<file path="src/rtl/imem_responder.sv">
// imem_responder: instruction-fetch responder backed by a small direct-mapped
// line buffer. Hits respond one cycle after acceptance. A miss issues one
// 4-beat x 64-bit burst, installs the line, then responds.
//
// Optional build macro: IMEM_CRITICAL_WORD_EN. When it is defined, a miss
// responds the cycle after the beat holding the requested word arrives.
// When it is undefined, a miss responds only after the whole line is filled.
//
// Ports:
//   clk, rst          clock; synchronous active-low reset (rst==0 resets)
//   imem_addr/rmask   fetch request (valid when rmask != 0)
//   flush             branch redirect; blocks accept, cancels pending resp
//   imem_rdata/resp   one-cycle response pulse with the instruction word
//   bmem_addr/read    line-aligned burst request, held until bmem_ready
//   bmem_ready        burst request accept
//   bmem_rdata/rvalid returned beats, in order 0..3, possibly with gaps
module imem_responder #(
  parameter int unsigned NUM_LINES  = 4,
  parameter int unsigned LINE_BEATS = 4
) (
  input  logic        clk,
  input  logic        rst,
  input  logic [31:0] imem_addr,
  input  logic [3:0]  imem_rmask,
  input  logic        flush,
  output logic [31:0] imem_rdata,
  output logic        imem_resp,
  output logic [31:0] bmem_addr,
  output logic        bmem_read,
  input  logic        bmem_ready,
  input  logic [63:0] bmem_rdata,
  input  logic        bmem_rvalid
);
  localparam int unsigned IDX_W  = $clog2(NUM_LINES);
  localparam int unsigned TAG_W  = 32 - 5 - IDX_W;
  localparam int unsigned BEAT_W = 64;
  localparam int unsigned WORD_W = 32;
  localparam int unsigned CNT_W  = $clog2(LINE_BEATS);

  typedef enum logic [1:0] {IDLE, MISS_REQ, MISS_FILL, MISS_RESP} state_e;

  state_e               state_q, state_d;
  logic [31:0]          addr_q, addr_d;
  logic [CNT_W-1:0]     cnt_q, cnt_d;
  logic                 cancel_q, cancel_d;
  logic                 resp_q, resp_d;
  logic [WORD_W-1:0]    rdata_q, rdata_d;
  logic                 bread_q, bread_d;
  logic [31:0]          baddr_q, baddr_d;
  logic [NUM_LINES-1:0] valid_q, valid_d;
  logic                 fill_we;
  logic                 install;

  logic [BEAT_W-1:0] line_data_q [NUM_LINES][LINE_BEATS];
  logic [TAG_W-1:0]  line_tag_q  [NUM_LINES];

  // Field split of the incoming and the captured address
  logic [IDX_W-1:0]  req_idx, cap_idx;
  logic [TAG_W-1:0]  req_tag, cap_tag;
  logic [CNT_W-1:0]  req_beat, cap_beat;
  logic              req_half, cap_half;
  logic              req_hit;
  logic [BEAT_W-1:0] req_line_beat;
  logic [WORD_W-1:0] req_word;

  assign req_idx  = imem_addr[5 +: IDX_W];
  assign req_tag  = imem_addr[31 -: TAG_W];
  assign req_beat = imem_addr[4:3];
  assign req_half = imem_addr[2];
  assign cap_idx  = addr_q[5 +: IDX_W];
  assign cap_tag  = addr_q[31 -: TAG_W];
  assign cap_beat = addr_q[4:3];
  assign cap_half = addr_q[2];

  assign req_hit       = valid_q[req_idx] && (line_tag_q[req_idx] == req_tag);
  assign req_line_beat = line_data_q[req_idx][req_beat];
  assign req_word      = req_half ? req_line_beat[63:32] : req_line_beat[31:0];

`ifndef IMEM_CRITICAL_WORD_EN
  logic [BEAT_W-1:0] cap_line_beat;
  logic [WORD_W-1:0] cap_word;
  assign cap_line_beat = line_data_q[cap_idx][cap_beat];
  assign cap_word      = cap_half ? cap_line_beat[63:32] : cap_line_beat[31:0];
`endif

  // Byte-offset bits are don't-care for word fetches
  logic unused_addr_bits;
  assign unused_addr_bits = ^{imem_addr[1:0], addr_q[1:0]};

  // Next-state and output logic
  always_comb begin
    state_d  = state_q;
    addr_d   = addr_q;
    cnt_d    = cnt_q;
    cancel_d = cancel_q | flush;
    resp_d   = 1'b0;
    rdata_d  = rdata_q;
    bread_d  = bread_q;
    baddr_d  = baddr_q;
    valid_d  = valid_q;
    fill_we  = 1'b0;
    install  = 1'b0;
    case (state_q)
      IDLE: begin
        if ((imem_rmask != 4'b0000) && !flush) begin
          addr_d   = imem_addr;
          cancel_d = 1'b0;
          if (req_hit) begin
            resp_d  = 1'b1;
            rdata_d = req_word;
          end else begin
            state_d = MISS_REQ;
            bread_d = 1'b1;
            baddr_d = {imem_addr[31:5], 5'b00000};
          end
        end
      end
      MISS_REQ: begin
        if (bmem_ready) begin
          bread_d = 1'b0;
          cnt_d   = '0;
          state_d = MISS_FILL;
        end
      end
      MISS_FILL: begin
        if (bmem_rvalid) begin
          fill_we = 1'b1;
          cnt_d   = cnt_q + CNT_W'(1);
`ifdef IMEM_CRITICAL_WORD_EN
          // Forward the requested word straight from its beat
          if ((cnt_q == cap_beat) && !cancel_q && !flush) begin
            resp_d  = 1'b1;
            rdata_d = cap_half ? bmem_rdata[63:32] : bmem_rdata[31:0];
          end
`endif
          if (cnt_q == CNT_W'(LINE_BEATS - 1)) begin
            install          = 1'b1;
            valid_d[cap_idx] = 1'b1;
            cnt_d            = '0;
            state_d          = MISS_RESP;
          end
        end
      end
      MISS_RESP: begin
`ifndef IMEM_CRITICAL_WORD_EN
        if (!cancel_q && !flush) begin
          resp_d  = 1'b1;
          rdata_d = cap_word;
        end
`endif
        cancel_d = 1'b0;
        state_d  = IDLE;
      end
      default: state_d = IDLE;
    endcase
  end

  // Control state and registered outputs
  always_ff @(posedge clk) begin
    if (!rst) begin
      state_q  <= IDLE;
      addr_q   <= '0;
      cnt_q    <= '0;
      cancel_q <= 1'b0;
      resp_q   <= 1'b0;
      rdata_q  <= '0;
      bread_q  <= 1'b0;
      baddr_q  <= '0;
      valid_q  <= '0;
    end else begin
      state_q  <= state_d;
      addr_q   <= addr_d;
      cnt_q    <= cnt_d;
      cancel_q <= cancel_d;
      resp_q   <= resp_d;
      rdata_q  <= rdata_d;
      bread_q  <= bread_d;
      baddr_q  <= baddr_d;
      valid_q  <= valid_d;
    end
  end

  // Line data and tags; validity alone decides whether an entry is usable
  always_ff @(posedge clk) begin
    if (rst && fill_we) line_data_q[cap_idx][cnt_q] <= bmem_rdata;
    if (rst && install) line_tag_q[cap_idx] <= cap_tag;
  end

  assign imem_resp  = resp_q;
  assign imem_rdata = rdata_q;
  assign bmem_read  = bread_q;
  assign bmem_addr  = baddr_q;

endmodule

</file>
<file path="config.mk">
export PLATFORM = sky130hd
export DESIGN_NAME = imem_responder
export DESIGN_NICKNAME = d
export VERILOG_FILES = /design/src/rtl/imem_responder.sv
export SDC_FILE = /design/constraint.sdc
export NUM_CORES = 1
export LEC_CHECK = 0
export CAP_MARGIN = 20
export CELL_PAD_IN_SITES_DETAIL_PLACEMENT = 0
export CELL_PAD_IN_SITES_GLOBAL_PLACEMENT = 1
export CORE_UTILIZATION = 59
export DETAILED_ROUTE_END_ITERATION = 8
export HOLD_SLACK_MARGIN = 0.08
export PLACE_DENSITY_LB_ADDON = 0.1
export SLEW_MARGIN = 10
export SYNTH_ARGS = -nofsm -noshare
export SYNTH_HDL_FRONTEND = slang
export SYNTH_SLANG_ARGS = --single-unit
</file>
<file path="constraint.sdc">
create_clock -name clk -period 9.83 [get_ports clk]
set_input_delay 0.983 -clock clk [delete_from_list [all_inputs] [get_ports clk]]
set_output_delay 0.983 -clock clk [all_outputs]
set_load 0.1 [all_outputs]
</file>
==> results by group, run 1 <==
Placement
  • Port Buffers: between 150 and 200
  • GPL Wtd Cong: between 0.7 and 0.8
  • Pre-CTS setup slack: 4.29 ns
  • DPL Wire Length: 72.7 mm

Finish
  • Layout cells sized above 1: between 30% and 40%
  • Nets: 2903
  • Reg area: 0.0358 mm²
  • Fillers: 5779
  • Multi-input logic area: 0.0185 mm²
  • Layout overhead on the synthesized area: 12.9%

Detailed routing
  • WL/cell: about 33 µm
  • Post-DRT Antenna Nets: 0
  • Initial DRC count: 3118
  • Top layer in use: met5
  • Met3 wire len: roughly 12 mm
  • Met2 WL: 69.9 mm
  • Vias per cell: ~7.0
  • Met1 Wirelength: 52.8 mm
  • Drt pass-1 iters: 7
  • Vias: 28900
  • Post-route DRC: 0
  • Final WL: 138 mm

CTS
  • Root buf cell: clkbuf_16
  • CTS tree: built
  • Total setup buffers inserted after CTS: 0
  • Clk slew on worst S/H paths: ~0.050 ns
  • Post-CTS Hold Fix Bufs: 0
  • Clk buf depth: 3
  • Num CTS Buffers: 131
  • Skew-Pair Late Insertion Delay: 0.72 ns
  • Max H-tree Level: 4
  • Post-CTS sizing: 0
  • Clk sinks: approximately 1200

Floorplan
  • IO Count: 171
  • Die area: 0.0947 mm²
  • DIE HEIGHT: 308 µm
  • Core area: 0.0921 mm²
  • Core Rows: 111
  • Die width: 308 µm
  • Initial Util: around three fifths

Synth
  • Ys Warns: 0
  • Synth Flop Type: edfxtp_1
  • Synth Instances: 2632
  • Post-Syn Area per Cell: 21.0 µm²
  • #FFs+latches synth: 1226
  • EDFF count, synth: 1124
  • Synthesized cell area: roughly 0.055 mm²
  • Ys async rst share: 0%
  • Seq/Total Area, Yosys: 64.9%
  • Yosys cell types: 51

Timing
  • Slew Limit Fails: 0
  • Worst relative slew slack: 22.1%
  • RSZ-0062 raised after global routing: no
  • Hold Vio Cnt, Final: 0
  • F_max: approximately 210 MHz
  • Crit share post-route: 49.5%
  • Setup TNS: 0 ns
  • Final-report setup violation count: 0
  • Setup Skew: 0.0242 ns
  • Final Critical Period: 4.87 ns
  • Measured slew at the worst slew-check pin: 1.17 ns
  • Setup WS post-layout: 4.96 ns

Critical path
  • Maximum fanout along the worst path: 146
  • CP Launch Type: input pin
  • Critical Path Most Common Cell: mux2i_1
  • Critical setup path kind: in2reg
  • R2R depth: 9
  • CP endpoint kind: flop
  • Top delay family on crit path: buffers and inverters
  • Flop2flop setup slack: around 5.3 ns
  • Critical path data required time: 10.43 ns
  • Slowest stage delay, CP: 0.78 ns
  • FF-to-FF End: imem_rdata[6]
  • Slowest cell on the critical path: buf_12
  • Worst-path cell chain: buf_8 > buf_12 > mux2_4 > mux2i_1 > a2111o_1 > a2111oi_4 > nand3_2 > o21ai_4 > buf_4 > mux2i_1 > nor2b_1
  • Critical Path AT: 5.46 ns
  • Critical path buffers and inverters: 3

GRT
  • Initial antenna violation count: 14
  • Global-route wire length before repair: 203 mm
  • Total GRT Usage: 30.1%
  • Largest net degree at the start of global routing: 147
  • GRT overflow: 0
  • Vias in the first global route: 30200

Power and ir drop
  • Worst VDD drop: 0.188 mV
  • PwrDens: 201 mW/mm²
  • Static Leak: 0.0190 µW

Worst hold path
  • Hold Crit Start: bmem_addr[21]
  • Worst Hold Class: reg2reg
  • WHS Endpoint: bmem_addr[21]
  • WHS Path Cells: 2

Run
  • Max-cap check violation count: 0

Run status
  • Outcome: complete, no violations
[placed cells by master, fill, tap and decap left out, drive strengths merged, types with 3 or more instances in the layout]
master         instances
mux2i                 88
buf                   66
clkinv                40
nor2b                 33
ha                     8
mux4                 652
a21o                   4
nand3                 33
clkdlybuf4s50        157
a221oi                 3
o21ai                 38
xnor2                 12
mux2                  36
clkbuf               185
conb                   5
clkinvlp               4
xor2                  15
a22oi                  3
nor3                   8
nand4                  8
nor2                  22
a21oi                  4
nand2                140
a21boi                59
inv                   14
bufinv                 6
dfxtp                102
edfxtp              1124
[through the flow]
| step | util [%] | hold slack [ns] | power (µW) | cells | cell area, µm² |
|---|---|---|---|---|---|
| global route | 67.6 | 0.473 | 12900 | 4138 | 62200 |
| floorplan | - | 0.427 | 7320 | 2636 | 55200 |
| CTS | 67.6 | 0.456 | 12600 | 4137 | 62200 |
| global placement | 63.0 | 0.435 | 7800 | 3899 | 58000 |
| detailed placement | 63.0 | 0.445 | 7830 | 3899 | 58000 |
| finish | 67.6 | 0.453 | 12500 | 4140 | 62200 |
[flip-flops by register name, summed over array words and instances, names as in the netlist, named ones only]
signal	cells
line_tag_q	100
bmem_addr	27
imem_rdata	32
cnt_q	2
cancel_q	1
state_q	2
addr_q	30
imem_resp	1
valid_q	4
line_data_q	1024
bmem_read	1
[routing by layer]
layer	GRT usage (%)	vias to the layer above
met1	42.5	15700
met4	8.42	22
met5	0	-
li1	-	11600
met3	5.64	239
met2	48.9	1375
[logic make-up (layout without fill, tap and decap cells)]
kind of cell | count (synthesis) | after routing | synth area share (%)
flops | 1226 | 1226 | 64.9
mux | 776 | 776 | 29.0
simple gates | 254 | 254 | 2.07
buf+inv | 213 | 472 | 1.80
compound gates | 127 | 127 | 1.63
xor+xnor | 27 | 27 | 0.429
fa+ha+maj | 8 | 8 | 0.182
other cells | 1 | 7 | 0.00680
[worst max path at each step]
stage	startpoint	end	slack, ns	cells after the start
2_1_floorplan	rst	line_data_q[0][0]	3.50	3
3_3_place_gp	imem_addr[5]	imem_rdata[24]	4.28	9
3_5_place_dp	imem_addr[5]	imem_rdata[24]	4.29	9
4_1_cts	imem_addr[5]	imem_rdata[24]	5.06	9
5_1_grt	imem_addr[5]	imem_rdata[24]	4.82	9
6_report	imem_addr[6]	imem_rdata[11]	4.96	11
[power breakdown]
part | internal (µW) | switching (µW) | leakage (µW)
sequential | 5790 | 145 | 0.0110
combinational | 838 | 951 | 0.00603
clock | 2820 | 1970 | 0.00205
[area by class of cell]
type                       instances  share of cell area, %
antenna                            2                0.00804
clock buffer                     185                   6.04
clock inverter                    53                  0.669
inverter                          11                 0.0663
multi-input combinational       1197                   29.8
sequential                      1226                   57.5
tap                             1243                   2.50
timing repair buffer             223                   3.42
[synthesized netlist by cell type, types with 2 or more instances]
cell | n | area share (%)
a21boi_1 | 20 | 0.27
o21a_1 | 2 | 0.027
buf_12 | 3 | 0.11
a221oi_1 | 3 | 0.048
ha_1 | 8 | 0.18
buf_1 | 31 | 0.21
o32ai_1 | 2 | 0.032
nor3_1 | 8 | 0.073
nand4_1 | 8 | 0.091
nor4_1 | 2 | 0.023
and2_1 | 2 | 0.023
o221ai_1 | 2 | 0.032
mux2_4 | 2 | 0.054
a21oi_1 | 4 | 0.036
clkbuf_1 | 97 | 0.66
buf_4 | 10 | 0.14
nand2_1 | 139 | 0.95
nand3_1 | 32 | 0.29
a21boi_0 | 39 | 0.53
buf_2 | 56 | 0.51
edfxtp_1 | 1124 | 61
inv_1 | 11 | 0.075
mux4_2 | 652 | 27
a21o_1 | 4 | 0.054
o21ai_1 | 2 | 0.018
buf_6 | 5 | 0.10
dfxtp_1 | 102 | 3.7
o211ai_1 | 2 | 0.027
o2111ai_1 | 2 | 0.032
mux2_2 | 34 | 0.69
and3_1 | 2 | 0.023
o21ai_0 | 35 | 0.32
xnor2_1 | 12 | 0.19
a22oi_1 | 3 | 0.041
mux2i_1 | 88 | 1.6
nor2_1 | 22 | 0.15
xor2_1 | 15 | 0.24
nor2b_1 | 33 | 0.37
nand2b_1 | 2 | 0.023
[worst reg2reg max path: stages, from the launching register on]
cell	delay, ns
dfxtp_4	0.95
buf_4	0.71
buf_4	0.90
mux4_2	0.64
mux4_2	0.49
mux2_2	0.28
nand2_1	0.06
o21ai_0	0.15
mux2i_1	0.22
nor2b_1	0.07
(Power assumes the default switching activity.)
==> inputs of run 2 (changes only) <==
Settings changed: CORE_UTILIZATION 59 to 55.
Clock period 9.83 ns to 4.8 ns, I/O delays scaled along.
==> results by group, run 2 (same netlist as run 1, synthesis figures left out) <==
Run status
  • Outcome: complete, no violations

GRT
  • Initial antenna violation count: 10 (-4)
  • Global-route wire length before repair: 208 mm (+2.6%)
  • Vias in the first global route: 30500 (+1.0%)
  • Largest net degree at the start of global routing: 137 (-6.8%)
  • Total GRT Usage: 28.6% (-1.5 points)
  • GRT overflow: 0 (unchanged)

Finish
  • Layout cells sized above 1: 33.8% (+0.23 points)
  • Leading cell type in the layout, fill and taps excluded: edfxtp_1
  • Layout overhead on the synthesized area: 13.5%
  • Largest Register: line_data_q
  • Non-Filler Instances: 4197 (+1.4%)
  • Nets: 2919 (+0.55%)
  • Fillers: 6599 (+14%)
  • Commonest non-fill, non-tap cells in the layout: 1124 x edfxtp_1, 652 x mux4_2, 157 x clkdlybuf4s50_1, 146 x clkbuf_16, 138 x nand2_1
  • Max reg flops: 1024 (unchanged)
  • Finished Core Util: 63.3% (-4.3 points)

Worst hold path
  • Hold Crit Start: imem_addr[5]
  • WHS Endpoint: bmem_addr[5]
  • WHS Path Cells: 3 (+1)
  • Worst Hold Class: in2reg

Timing
  • Setup TNS: 0 ns (unchanged)
  • Hold Vio Cnt, Final: 0 (unchanged)
  • Crit share post-route: 66.3%
  • Setup WS post-layout: 1.62 ns (-3.35 ns)
  • Final-report setup violation count: 0 (unchanged)
  • F_max: 314 MHz
  • Slew Limit Fails: 0 (unchanged)
  • Setup Skew: 0.0251 ns (+0.000829 ns)
  • RSZ-0062 raised after global routing: no
  • Worst relative slew slack: 23.9% (+1.8 points)
  • Final Critical Period: between 3 and 4 ns
  • Worst-case hold slack: 0.269 ns (-0.184 ns)
  • Measured slew at the worst slew-check pin: 1.14 ns (-0.0275 ns)

Critical path
  • Critical Path AT: 3.81 ns (-1.65 ns)
  • CP Launch Type: flop
  • Maximum fanout along the worst path: 43 (-71%)
  • FF-to-FF End: imem_rdata[3]
  • Slowest cell on the critical path: dfxtp_4
  • CP endpoint kind: flop
  • Worst-path cell chain: buf_12 > mux4_2 > mux4_2 > mux2_2 > nand2_1 > o21ai_0 > mux2i_1 > nor2b_1
  • Critical path data required time: 5.42 ns (-5.01 ns)
  • Critical Path Most Common Cell: mux4_2
  • Slowest stage delay, CP: 0.68 ns (-0.10 ns)
  • Flop2flop setup slack: 1.62 ns (-3.64 ns)
  • R2R depth: 8 (-1)
  • Critical setup path kind: reg2reg

Placement
  • Inst Count DP: 3959 (+1.5%)
  • Port Buffers: 163 (unchanged)
  • Pre-CTS setup slack: 0.950 ns (-3.34 ns)
  • GPL Wtd Cong: 0.777 (unchanged)
  • DPL Wire Length: 75.7 mm (+4.1%)

Detailed routing
  • Drt pass-1 iters: 5 (-2)
  • Vias per cell: 6.82 (-2.4%)
  • Initial DRC count: 3319 (+6.4%)
  • Post-route DRC: 0 (unchanged)
  • Final WL: 141 mm (+2.1%)
  • Post-DRT Antenna Nets: 0 (unchanged)
  • WL/cell: 33.6 µm (+0.68%)
  • Vias: 28600 (-1.0%)

CTS
  • Root buf cell: clkbuf_16
  • Clk buf depth: 3 (unchanged)
  • Clk sinks: 1226 (unchanged)
  • Num CTS Buffers: 132 (+0.76%)
  • Post-CTS Hold Fix Bufs: 0 (unchanged)
  • Total setup buffers inserted after CTS: 0 (unchanged)
  • Clk slew on worst S/H paths: 0.06 ns (about the same)
  • CTS tree: built
  • Post-CTS sizing: 0 (unchanged)
  • Skew-Pair Late Insertion Delay: 0.75 ns (+0.03 ns)
  • Max H-tree Level: 4 (unchanged)

Floorplan
  • Initial Util: 55.8% (-4.1 points)
  • DIE HEIGHT: 319 µm (+3.5%)
  • Core area: 0.0989 mm² (+7.4%)
  • Die area: 0.102 mm² (+7.2%)
  • IO Count: 171 (unchanged)
  • Core Rows: 115 (+3.6%)
  • Die width: 319 µm (+3.5%)

Power and ir drop
  • Static Leak: 0.0191 µW (+0.48%)
  • Worst VDD drop: 0.334 mV (+78%)
  • PwrDens: 409 mW/mm² (+100%)

Run
  • Max-cap check violation count: 0 (unchanged)
[run 2: worst max path at each step]
| stage | from | to | slack [ns] | depth (start not counted) |
|---|---|---|---|---|
| detailed placement | imem_addr[5] | imem_rdata[2] | 0.95 | 8 |
| global route | flop | imem_rdata[3] | 1.44 | 8 |
| CTS | flop | imem_rdata[7] | 1.54 | 8 |
| floorplan | state_q[0] | line_data_q[1][0] | 0.40 | 6 |
| finish | flop | imem_rdata[3] | 1.62 | 8 |
| global placement | imem_addr[5] | imem_rdata[2] | 1.03 | 8 |
[run 2: per-layer routing]
layer,part of all wire (%),vias to the layer above,global-route usage (%)
met3,8.0,220,5.32
met2,50,1248,46.3
met4,2.3,14,8.22
li1,-,11700,-
met5,0.060,-,0
met1,40,15500,40.1
[run 2: critical path: cells and delay by family (launching register included)]
kind,cells,cell delay [ns]
multiplexers,4,1.64
flip-flops,1,0.68
buffers and inverters,1,0.39
AO/OA/AOI/OAI,1,0.17
AND/OR/NAND/NOR,2,0.12
[run 2: area by class of cell]
| class | instances | area [µm²] | share of cell area [%] |
|---|---|---|---|
| well taps | 1287 | 1610 | 2.57 |
| inverters | 11 | 41.3 | 0.0660 |
| clock buffers | 183 | 3850 | 6.16 |
| repair buffers | 238 | 2450 | 3.91 |
| flip-flops and latches | 1226 | 35800 | 57.2 |
| diodes | 2 | 5.00 | 0.00800 |
| clock inverters | 53 | 269 | 0.430 |
| multi-input cells | 1197 | 18500 | 29.6 |
[run 2: stage by stage]
| step | total power, µW | area (µm²) |
|---|---|---|
| floorplan | 15000 | 55200 |
| global placement | 16100 | 58400 |
| detailed placement | 16100 | 58400 |
| CTS | 25800 | 62600 |
| global route | 26400 | 62600 |
| finish | 25600 | 62600 |
[run 2: power by group]
part	switching (µW)	leakage (µW)	internal, µW
clock	4050	0.00203	5640
combinational	2030	0.00614	1750
sequential	265	0.0110	11800
